### config.mk
export PLATFORM = sky130hd
export DESIGN_NAME = spi_slave_fl
export DESIGN_NICKNAME = d
export VERILOG_FILES = /design/src/rtl/spi_fl_pkg.sv /design/src/rtl/spi_sl_sync.sv /design/src/rtl/spi_slave_fl.sv
export SDC_FILE = /design/constraint.sdc
export NUM_CORES = 1
export LEC_CHECK = 0
export ABC_CLOCK_PERIOD_IN_PS = 2300
export BUFFER_PORTS_ARGS = -buffer_cell sky130_fd_sc_hd__buf_2
export CORE_ASPECT_RATIO = 2
export CORE_MARGIN = 1
export CORE_UTILIZATION = 54
export DETAILED_ROUTE_END_ITERATION = 12
export GPL_TIMING_DRIVEN = 0
export PLACE_DENSITY = 0.83
export SYNTH_ARGS = -nofsm -noshare
export SYNTH_HDL_FRONTEND = slang
export SYNTH_SLANG_ARGS = --single-unit
### constraint.sdc
create_clock -name clk -period 2.3 [get_ports clk]
set_input_delay 0.46 -clock clk [delete_from_list [all_inputs] [get_ports clk]]
set_output_delay 0.46 -clock clk [all_outputs]
set_load 0.02 [all_outputs]
### src/rtl/spi_fl_pkg.sv
`default_nettype none
// +----------------------------------------------------------------------+
// | spi_fl_pkg : opcodes, FSM encoding and command decode for the        |
// |              flash-style SPI responder. Quad read needs SPI_SL_QUAD_EN|
// | Revision   : 1.0                                                     |
// +----------------------------------------------------------------------+
package spi_fl_pkg;

    localparam logic [7:0] c_op_read       = 8'h03;
    localparam logic [7:0] c_op_fast_read  = 8'h0B;
    localparam logic [7:0] c_op_page_prog  = 8'h02;
    localparam logic [7:0] c_op_read_id    = 8'h9F;
    localparam logic [7:0] c_op_read_sr    = 8'h05;
    localparam logic [7:0] c_op_quad_read  = 8'h6B;

    localparam logic [2:0] c_st_idle     = 3'd0;
    localparam logic [2:0] c_st_cmd      = 3'd1;
    localparam logic [2:0] c_st_addr     = 3'd2;
    localparam logic [2:0] c_st_dummy    = 3'd3;
    localparam logic [2:0] c_st_data_in  = 3'd4;
    localparam logic [2:0] c_st_data_out = 3'd5;

    typedef struct packed {
        logic       has_addr;
        logic [7:0] dummy_cnt;
        logic       is_out;
        logic       is_quad;
    } cmd_info_t;

    // Unknown opcodes fall through to a plain receive frame.
    function automatic cmd_info_t decode_cmd(input logic [7:0] op, input logic [7:0] fast_dummy);
        cmd_info_t info;
        info = '{has_addr: 1'b0, dummy_cnt: 8'd0, is_out: 1'b0, is_quad: 1'b0};
        case (op)
            c_op_read:      begin info.has_addr = 1'b1; info.is_out = 1'b1; end
            c_op_fast_read: begin info.has_addr = 1'b1; info.is_out = 1'b1; info.dummy_cnt = fast_dummy; end
            c_op_page_prog: begin info.has_addr = 1'b1; end
            c_op_read_id:   begin info.is_out = 1'b1; end
            c_op_read_sr:   begin info.is_out = 1'b1; end
`ifdef SPI_SL_QUAD_EN
            c_op_quad_read: begin
                info.has_addr  = 1'b1;
                info.is_out    = 1'b1;
                info.is_quad   = 1'b1;
                info.dummy_cnt = fast_dummy;
            end
`endif
            default: ;
        endcase
        return info;
    endfunction

endpackage
`default_nettype wire

### src/rtl/spi_sl_sync.sv
`default_nettype none
// +----------------------------------------------------------------------+
// | spi_sl_sync : synchronizers for sclk/ss/mosi plus edge detectors.    |
// | Revision    : 1.0                                                    |
// +----------------------------------------------------------------------+
module spi_sl_sync #(
    parameter int SYNC_STAGES = 2
) (
    input  logic clk,
    input  logic rst_n,
    input  logic i_sclk,
    input  logic i_ss,
    input  logic i_mosi,
    output logic o_sclk_rise,
    output logic o_sclk_fall,
    output logic o_ss_rise,
    output logic o_ss_fall,
    output logic o_mosi
);

    logic [SYNC_STAGES-1:0] r_sclk_sync;
    logic [SYNC_STAGES-1:0] r_ss_sync;
    logic [SYNC_STAGES-1:0] r_mosi_sync;
    logic                   r_sclk_prev;
    logic                   r_ss_prev;

    // ss resets to "selected" so a frame already in flight at reset release
    // only becomes visible again after ss has gone high.
    always_ff @(posedge clk or negedge rst_n) begin
        if (!rst_n) begin
            r_sclk_sync <= '0;
            r_ss_sync   <= '0;
            r_mosi_sync <= '0;
            r_sclk_prev <= 1'b0;
            r_ss_prev   <= 1'b0;
        end else begin
            r_sclk_sync <= {r_sclk_sync[SYNC_STAGES-2:0], i_sclk};
            r_ss_sync   <= {r_ss_sync[SYNC_STAGES-2:0], i_ss};
            r_mosi_sync <= {r_mosi_sync[SYNC_STAGES-2:0], i_mosi};
            r_sclk_prev <= r_sclk_sync[SYNC_STAGES-1];
            r_ss_prev   <= r_ss_sync[SYNC_STAGES-1];
        end
    end

    assign o_sclk_rise = r_sclk_sync[SYNC_STAGES-1] & ~r_sclk_prev;
    assign o_sclk_fall = ~r_sclk_sync[SYNC_STAGES-1] & r_sclk_prev;
    assign o_ss_rise   = r_ss_sync[SYNC_STAGES-1] & ~r_ss_prev;
    assign o_ss_fall   = ~r_ss_sync[SYNC_STAGES-1] & r_ss_prev;
    assign o_mosi      = r_mosi_sync[SYNC_STAGES-1];

endmodule
`default_nettype wire

### src/rtl/spi_slave_fl.sv
`default_nettype none
// +----------------------------------------------------------------------+
// | spi_slave_fl : SPI mode-0 flash-style responder (cmd/addr/dummy/data)|
// |                Define SPI_SL_QUAD_EN for quad read (0x6B, dq ports). |
// | Revision     : 1.0                                                   |
// +----------------------------------------------------------------------+
module spi_slave_fl
    import spi_fl_pkg::*;
#(
    parameter int ADDR_W      = 24,
    parameter int SYNC_STAGES = 2,
    parameter int FAST_DUMMY  = 8
) (
    input  logic              clk,
    input  logic              rst_n,
    input  logic              sclk,
    input  logic              ss,
    input  logic              mosi,
    output logic              miso,
    output logic              miso_oe,
    output logic [7:0]        cmd,
    output logic              cmd_valid,
    output logic [ADDR_W-1:0] addr,
    output logic              addr_valid,
    output logic [7:0]        rx_data,
    output logic              rx_valid,
    output logic              tx_req,
    input  logic [7:0]        tx_data,
    output logic              frame_end,
    output logic              busy
`ifdef SPI_SL_QUAD_EN
    ,
    output logic [3:0]        dq_out,
    output logic [3:0]        dq_oe
`endif
);

    localparam int                 c_cnt_w        = $clog2(ADDR_W) + 8;
    localparam logic [c_cnt_w-1:0] c_cnt_one      = c_cnt_w'(1);
    localparam logic [c_cnt_w-1:0] c_cnt_byte_end = c_cnt_w'(7);
    localparam logic [c_cnt_w-1:0] c_cnt_addr_end = c_cnt_w'(ADDR_W - 1);

    logic w_sclk_rise, w_sclk_fall, w_ss_rise, w_ss_fall, w_mosi;

    spi_sl_sync #(
        .SYNC_STAGES (SYNC_STAGES)
    ) u_sync (
        .clk         (clk),
        .rst_n       (rst_n),
        .i_sclk      (sclk),
        .i_ss        (ss),
        .i_mosi      (mosi),
        .o_sclk_rise (w_sclk_rise),
        .o_sclk_fall (w_sclk_fall),
        .o_ss_rise   (w_ss_rise),
        .o_ss_fall   (w_ss_fall),
        .o_mosi      (w_mosi)
    );

    logic [2:0]         r_state;
    logic [c_cnt_w-1:0] r_cnt;
    logic [7:0]         r_shift;
    logic [7:0]         r_tx_sh;
    logic [ADDR_W-1:0]  r_addr_sh;
    cmd_info_t          r_info;
    logic [7:0]         r_cmd, r_rx_data;
    logic [ADDR_W-1:0]  r_addr;
    logic               r_cmd_valid, r_addr_valid, r_rx_valid, r_tx_req, r_frame_end;
    logic               r_in_frame, r_miso, r_miso_oe, r_quad, r_load_pending;
    logic [3:0]         r_dq;

    logic [7:0]         w_cmd_byte;
    logic [ADDR_W-1:0]  w_addr_word;
    cmd_info_t          w_info_new;
    logic [c_cnt_w-1:0] w_dummy_end;
    logic [c_cnt_w-1:0] w_out_end;

    assign w_cmd_byte  = {r_shift[6:0], w_mosi};
    assign w_addr_word = {r_addr_sh[ADDR_W-2:0], w_mosi};
    assign w_info_new  = decode_cmd(w_cmd_byte, 8'(FAST_DUMMY));
    assign w_dummy_end = c_cnt_w'(r_info.dummy_cnt) - c_cnt_one;
    assign w_out_end   = r_quad ? c_cnt_one : c_cnt_byte_end;

    always_ff @(posedge clk or negedge rst_n) begin
        if (!rst_n) begin
            r_state        <= c_st_idle;
            r_cnt          <= '0;
            r_shift        <= '0;
            r_tx_sh        <= '0;
            r_addr_sh      <= '0;
            r_info         <= '0;
            r_cmd          <= '0;
            r_rx_data      <= '0;
            r_addr         <= '0;
            r_cmd_valid    <= 1'b0;
            r_addr_valid   <= 1'b0;
            r_rx_valid     <= 1'b0;
            r_tx_req       <= 1'b0;
            r_frame_end    <= 1'b0;
            r_in_frame     <= 1'b0;
            r_miso         <= 1'b0;
            r_miso_oe      <= 1'b0;
            r_quad         <= 1'b0;
            r_load_pending <= 1'b0;
            r_dq           <= '0;
        end else begin
            r_cmd_valid  <= 1'b0;
            r_addr_valid <= 1'b0;
            r_rx_valid   <= 1'b0;
            r_tx_req     <= 1'b0;
            r_frame_end  <= 1'b0;
            // ss rising takes priority over any sclk edge seen in the same cycle.
            if (w_ss_rise) begin
                r_state        <= c_st_idle;
                r_frame_end    <= r_in_frame;
                r_in_frame     <= 1'b0;
                r_miso_oe      <= 1'b0;
                r_quad         <= 1'b0;
                r_miso         <= 1'b0;
                r_dq           <= '0;
                r_load_pending <= 1'b0;
            end else if (w_ss_fall) begin
                r_state        <= c_st_cmd;
                r_in_frame     <= 1'b1;
                r_cnt          <= '0;
                r_shift        <= '0;
                r_load_pending <= 1'b0;
            end else begin
                case (r_state)
                    c_st_cmd: if (w_sclk_rise) begin
                        r_shift <= w_cmd_byte;
                        r_cnt   <= r_cnt + c_cnt_one;
                        if (r_cnt == c_cnt_byte_end) begin
                            r_cmd       <= w_cmd_byte;
                            r_cmd_valid <= 1'b1;
                            r_info      <= w_info_new;
                            r_cnt       <= '0;
                            if (w_info_new.has_addr) begin
                                r_state <= c_st_addr;
                            end else if (w_info_new.is_out) begin
                                r_state        <= c_st_data_out;
                                r_tx_req       <= 1'b1;
                                r_load_pending <= 1'b1;
                                r_miso_oe      <= 1'b1;
                                r_quad         <= w_info_new.is_quad;
                            end else begin
                                r_state <= c_st_data_in;
                            end
                        end
                    end
                    c_st_addr: if (w_sclk_rise) begin
                        r_addr_sh <= w_addr_word;
                        r_cnt     <= r_cnt + c_cnt_one;
                        if (r_cnt == c_cnt_addr_end) begin
                            r_addr       <= w_addr_word;
                            r_addr_valid <= 1'b1;
                            r_cnt        <= '0;
                            if (r_info.dummy_cnt != 8'd0) begin
                                r_state <= c_st_dummy;
                            end else if (r_info.is_out) begin
                                r_state        <= c_st_data_out;
                                r_tx_req       <= 1'b1;
                                r_load_pending <= 1'b1;
                                r_miso_oe      <= 1'b1;
                                r_quad         <= r_info.is_quad;
                            end else begin
                                r_state <= c_st_data_in;
                            end
                        end
                    end
                    c_st_dummy: if (w_sclk_rise) begin
                        r_cnt <= r_cnt + c_cnt_one;
                        if (r_cnt == w_dummy_end) begin
                            r_cnt <= '0;
                            if (r_info.is_out) begin
                                r_state        <= c_st_data_out;
                                r_tx_req       <= 1'b1;
                                r_load_pending <= 1'b1;
                                r_miso_oe      <= 1'b1;
                                r_quad         <= r_info.is_quad;
                            end else begin
                                r_state <= c_st_data_in;
                            end
                        end
                    end
                    c_st_data_in: if (w_sclk_rise) begin
                        r_shift <= w_cmd_byte;
                        r_cnt   <= r_cnt + c_cnt_one;
                        if (r_cnt == c_cnt_byte_end) begin
                            r_rx_data  <= w_cmd_byte;
                            r_rx_valid <= 1'b1;
                            r_cnt      <= '0;
                        end
                    end
                    c_st_data_out: begin
                        if (w_sclk_rise) begin
                            if (r_cnt == w_out_end) begin
                                r_cnt          <= '0;
                                r_tx_req       <= 1'b1;
                                r_load_pending <= 1'b1;
                            end else begin
                                r_cnt <= r_cnt + c_cnt_one;
                            end
                        end else if (w_sclk_fall) begin
                            // A pending request means this edge starts a fresh byte.
                            if (r_load_pending) begin
                                r_load_pending <= 1'b0;
                                if (r_quad) begin
                                    r_dq    <= tx_data[7:4];
                                    r_tx_sh <= {tx_data[3:0], 4'b0000};
                                end else begin
                                    r_miso  <= tx_data[7];
                                    r_tx_sh <= {tx_data[6:0], 1'b0};
                                end
                            end else if (r_quad) begin
                                r_dq    <= r_tx_sh[7:4];
                                r_tx_sh <= {r_tx_sh[3:0], 4'b0000};
                            end else begin
                                r_miso  <= r_tx_sh[7];
                                r_tx_sh <= {r_tx_sh[6:0], 1'b0};
                            end
                        end
                    end
                    default: r_state <= c_st_idle;
                endcase
            end
        end
    end

    assign miso       = r_quad ? r_dq[1] : r_miso;
    assign miso_oe    = r_miso_oe;
    assign cmd        = r_cmd;
    assign cmd_valid  = r_cmd_valid;
    assign addr       = r_addr;
    assign addr_valid = r_addr_valid;
    assign rx_data    = r_rx_data;
    assign rx_valid   = r_rx_valid;
    assign tx_req     = r_tx_req;
    assign frame_end  = r_frame_end;
    assign busy       = r_in_frame;
`ifdef SPI_SL_QUAD_EN
    assign dq_out     = r_dq;
    assign dq_oe      = {4{r_quad}};
`endif

endmodule
`default_nettype wire

Yosys cells after proc, flatten, opt, wreduce, memory -nomap -nowiden
Cells that the tools add are included.

storage, ports and cells
  register bits after elaboration = 123
  input port bits = 13
  output and inout port bits = 48
  logic and storage cells = 226

operators by class
  $add $sub $neg = 2
  eq/ne operators = 42
  muxes and demuxes = 119
  bitwise gates (word level) = 11
  reduce and logical (&&, ||, !) cells = 26

operators with widths
  cell                                                                     number
  13-bit two-way mux                                                       9
  1-bit two-way mux                                                        78
  13-bit case mux with 4 select lines                                      1
  3-bit two-way mux                                                        11
  5-bit AND reduction                                                      6
  8-bit two-way mux                                                        3
  3-bit by 1-bit != test with 1-bit output (second input constant)         8
  4-bit by 2-bit != test with 1-bit output (second input constant)         6
  7-bit two-way mux                                                        3
  3-bit by 2-bit != test with 1-bit output (second input constant)         6
  8-bit by 2-bit equality test with 1-bit output (second input constant)   2
  2-bit two-way mux                                                        8
  13-bit by 1-bit adder with 13-bit output (second input constant)         1
  13-bit equality test                                                     1
  13-bit by 3-bit equality test with 1-bit output                          1
  13-bit by 3-bit equality test with 1-bit output (second input constant)  1
  13-bit by 5-bit equality test with 1-bit output (second input constant)  1
  4-bit by 1-bit != test with 1-bit output (second input constant)         3
  3-bit case mux with 4 select lines                                       1
  12-bit AND reduction                                                     1
  2-bit nonzero test                                                       6
  11-bit AND reduction                                                     1
  8-bit by 1-bit subtractor with 9-bit output (second input constant)      1
  8-bit by 3-bit equality test with 1-bit output (second input constant)   1
  other kinds (25)                                                         40

Depth between registers and ports, before layout
  depth in word-level cells = 10
  mapped depth = 9
  depth with buffers taken out = 8

Hierarchy
Synthesis repeated with hierarchy kept, for this count alone.

second synthesis, totals
  cells, all modules = 423
  area total of the unflattened synthesis = 4938.5 um^2

by module, submodules not included
  module        instances  cells each  area an instance (um^2)  sequential area each (um^2)
  spi_slave_fl  1          411         4703.3                   2602.5
  spi_sl_sync   1          12          235.2                    200.2

Worst setup path after synthesis
OpenSTA, ideal clock, no wires.

  path kind = reg-to-reg
  start = reg r_cnt[0]
  end = reg r_state[0]
  library setup time = 0.125 ns
  arrival = 1.985 ns
  data required time = 2.175 ns
  setup slack = 0.190 ns
  cell stages (with the launch flop) = 8
  buffers on the path = 0
  clock period less this slack = 2.110 ns
  cell sequence = dfrtp_1 > ha_1 > nor4bb_4 > nand3_1 > a221oi_1 > o21ai_2 > o21ba_1 > mux2_4

on the way
  word-level cells in the longest chain between the ends = 3
  elaborated cells on any way between the ends = 7
  classes of those cells = eq/ne (6); reduce/logical (1)

RTL lines
  what                                                                           RTL line             text
  start, declared                                                                spi_slave_fl.sv:61   logic [c_cnt_w-1:0] r_cnt;
  start signal, assigned                                                         spi_slave_fl.sv:132  r_cnt <= r_cnt + c_cnt_one;
  start signal, assigned                                                         spi_slave_fl.sv:153  r_cnt <= r_cnt + c_cnt_one;
  start signal, assigned                                                         spi_slave_fl.sv:172  r_cnt <= r_cnt + c_cnt_one;
  13-bit by 3-bit equality test with 1-bit output, or another cell as far along  spi_slave_fl.sv:133  if (r_cnt == c_cnt_byte_end) begin
  4-bit by 2-bit != test with 1-bit output (no source line)                      n/a
  7-bit AND reduction (no source line) (*)                                       n/a
  end signal, assigned                                                           spi_slave_fl.sv:139  r_state <= c_st_addr;
  end signal, assigned                                                           spi_slave_fl.sv:141  r_state <= c_st_data_out;
  end signal, assigned                                                           spi_slave_fl.sv:147  r_state <= c_st_data_in;
  end, declared                                                                  spi_slave_fl.sv:60   logic [2:0] r_state;

Every way passes the cells marked *; elsewhere a longest branch is shown, timed or not.
A chain may end at the register's enable or synchronous reset.

Final worst setup path
  start = reg u_sync.r_ss_sync[1]
  end = reg r_state[0]

on the way
  word-level cells in the longest chain between the ends = 4
  elaborated cells on any way between the ends = 13
  classes of those cells = eq/ne (7); mux (2); bitwise (3); reduce/logical (1)

RTL lines
  what                                                                                     RTL line             text
  start, declared                                                                          spi_sl_sync.sv:22    logic [SYNC_STAGES-1:0] r_ss_sync;
  start signal, assigned                                                                   spi_sl_sync.sv:38    r_ss_sync <= {r_ss_sync[SYNC_STAGES-2:0], i_ss};
  1-bit inverter                                                                           spi_sl_sync.sv:48    assign o_ss_fall = ~r_ss_sync[SYNC_STAGES-1] & r_ss_prev;
  1-bit AND                                                                                spi_sl_sync.sv:48
  4-bit by 1-bit != test with 1-bit output (no source line), or another cell as far along  n/a
  7-bit AND reduction (no source line) or 3-bit two-way mux (tied branches)                n/a
  end signal, assigned                                                                     spi_slave_fl.sv:86   r_state <= c_st_idle;
  end signal, assigned                                                                     spi_slave_fl.sv:114  r_state <= c_st_idle;
  end signal, assigned                                                                     spi_slave_fl.sv:123  r_state <= c_st_cmd;

Parallel ways exist; a longest one is shown, timed or not.

==> impl_metrics.toml <==
[status]
status = "complete, no violations"

[logic_synthesis]
avgSynthCellArea_sq_um = 12.3
netlist_area_sq_um = 5040
ys_warn_count = 0
synth_edf_count = 0
async_reset_ff_share_pct = 100
seq_area_frac_synth_pct = 55.6
yosysTopAreaCellShare_pct = 55.6
syn-num-nets = 426
synth_area_leader_cell = "dfrtp_1"
ys.flop_type = "dfrtp_1"
synthTopCellsByCount = "dfrtp_1 (112), mux2_2 (65), nor2_1 (25)"
synth_cell_types = 60
synth-seq-cells = 112
yosysMostFrequentCell = "dfrtp_1"
synthCells = 410
synth_area_leaders = "dfrtp_1 (56%), mux2_2 (15%), nor2_1 (1.9%)"

[sta]
clock-skew-final_ps = 5.63
maxSlewViolCount = 0
finalSetupViolations = 0
max_freq_mhz = 453
whs_ps = 53.0
slew_headroom_pct = 57.0
fin_crit_sh_pct = 96.0
fin_crit_ps = 2210
finalHoldViolCount = 0
tns_ps = 0
worstMarginPinSlew_ps = 644

[critical_path]
start_kind = "flop"
cp-end-kind = "flop"
arrival_ps = 2450
crit_path_max_fanout = 8
crit_type = "flop to flop"
required_ps = 2550

[routing]
wirelength_um = 10900
wl_per_cell_um = 18.4
vias_per_cell = 6.08
drtIter0Drc = 198
num_vias = 3580
postRouteAntennaNets = 0
drc = 0
firstDrtPassIters = 5

[floorplanning]
core_area_sq_um = 9010
die_width_um = 70.3
die_h_um = 139
initial_core_util_pct = 55.9
io_pins = 61
die-area_sq_um = 9750
row_count = 49

[power]
p_sw_w = 0.00151
p_per_area_nw_per_um2 = 822
peakVddDrop_mv = 0.604
power_frac_seq_pct = 47.2
p_clk_share_pct = 31.2
p_comb_share_pct = 21.6
intPower_w = 0.00333
swShare_pct = 31.3
p_leak_nw = 2.91

[finish]
fin_util_pct = 65.3
drive_gt1_share_pct = 39.6
final_area_sq_um = 5890
syn2layout_area_growth_pct = 16.7
antennaDiodeCount = 0
layout.nets = 499

[cts]
cts_buffers = 9
cts_tree = "built"
ctsLongestPathBuffers = 2
h-tree-depth = 3
clock_latency_ps = 360
root_buffer = "clkbuf_16"
cts.clk_slew.worst_paths_ps = 70
clkSinkCount = 112
cts-hold-fix-buffers = 0

[grt]
grtUsageTotal_pct = 24.1
grt_pass1_vias = 3771
gr-total-overflow = 0
antenna_found_initial = 0
grt_max_degree = 79
grt_pass1_wl_um = 18300

[placed_design]
port_buffers = 60
gp_congestion = 0.944
placed_area_sq_um = 5500
hpwl_um = 7840

[run]
drv_cap = 0

[min_path]
hold_class = "primary input to asynchronous set/reset pin"
## what timing repair did
action / in CTS / in global routing
pin swaps: 1 / 2
gates cloned: 0 / 0
hold endpoints to repair: 0 / 0
setup buffers: 2 / 0
setup endpoints to repair: 37 / 42
resized for setup: 5 / 11
## path summary, 6_finish.rpt
check / startpoint / endpoint / slack (ps) / cells after the start
max: u_sync.r_ss_sync[1] / r_state[0] / 90 / 8
min: rst_n / r_miso / 50 / 1
max reg2reg: u_sync.r_ss_sync[1] / r_state[0] / 90 / 8
min reg2reg: u_sync.r_sclk_sync[0] / u_sync.r_sclk_sync[1] / 360 / 0
max in group asynchronous: rst_n / addr[1] / 1530 / 2
min in group clk: mosi / u_sync.r_mosi_sync[0] / 210 / 1
## registers in the layout (all words and copies together), names as in the netlist, 2 cells and up
name and flops:
r_shift 7, rx_data 8, r_info 2, u_sync.r_ss_sync 2
r_tx_sh 7, r_addr_sh 23, u_sync.r_mosi_sync 2, cmd 8
r_cnt 13, addr 24, r_state 3, u_sync.r_sclk_sync 2
## power by group through the flow
stage          Clock [W]  Sequential, W  Combinational [W]
5_1_grt          0.00161        0.00231            0.00114
2_1_floorplan          0        0.00227           0.000739
6_report         0.00151        0.00228            0.00105
3_5_place_dp           0        0.00231           0.000996
3_3_place_gp           0        0.00230           0.000966
4_1_cts          0.00154        0.00227            0.00101
## area by class of cell
class | instances | area [sq um]
plain buffers | 20 | 120
inverters | 7 | 26.3
well taps | 102 | 128
flip-flops and latches | 112 | 2800
multi-input cells | 270 | 2170
clock buffers | 9 | 225
fillers | 657 | 3130
clock inverters | 6 | 66.3
repair buffers | 63 | 345
## layout by cell type, fill, tap and decap left out, drive strengths merged, types with 12 or more instances in the layout
cell type | synthesis | final
a21oi | 12 | 12
buf | 17 | 80
clkbuf | 4 | 12
dfrtp | 112 | 112
mux2 | 67 | 67
nand2 | 14 | 14
nand3 | 14 | 14
nor2 | 28 | 28
nor2b | 14 | 14
o21ai | 21 | 21
## per-stage QoR
| step | total power, W | setup slack (ps) | instances |
|---|---|---|---|
| CTS | 0.00482 | 20.2 | 589 |
| detailed placement | 0.00331 | -160 | 573 |
| global placement | 0.00326 | -397 | 572 |
| floorplan | 0.00301 | 190 | 410 |
| finish | 0.00484 | 91.9 | 589 |
| global route | 0.00507 | -20.1 | 589 |
## cell families after synthesis
logic type | Yosys count | share of synthesized area [%]
AND/OR/NAND/NOR | 114 | 13.0
flip-flops | 112 | 55.6
AO/OA/AOI/OAI | 77 | 11.0
multiplexers | 75 | 16.6
buffers and inverters | 28 | 2.88
adder cells (fa/ha/maj) | 3 | 0.744
XOR/XNOR | 1 | 0.174
## critical path, stage by stage, from the launching register on
cell and delay [ps]:
dfrtp_1 380, inv_1 50, ha_1 270, or2_2 400
nor4_2 320, a221oi_2 70, o21ai_2 120, o21ba_1 210
mux2_4 290
## per-layer routing
layer / track usage [%] / vias up / wire (um) / part of all wire (%)
met5: 0 / - / 0 / 0
met4: 13.4 / 0 / 470 / 4.3
met3: 5.31 / 29 / 386 / 3.6
met2: 42.1 / 87 / 5970 / 55
met1: 26.4 / 1827 / 4020 / 37
li1: - / 1637 / - / -
No activity file was read; power rests on OpenSTA's default activity.
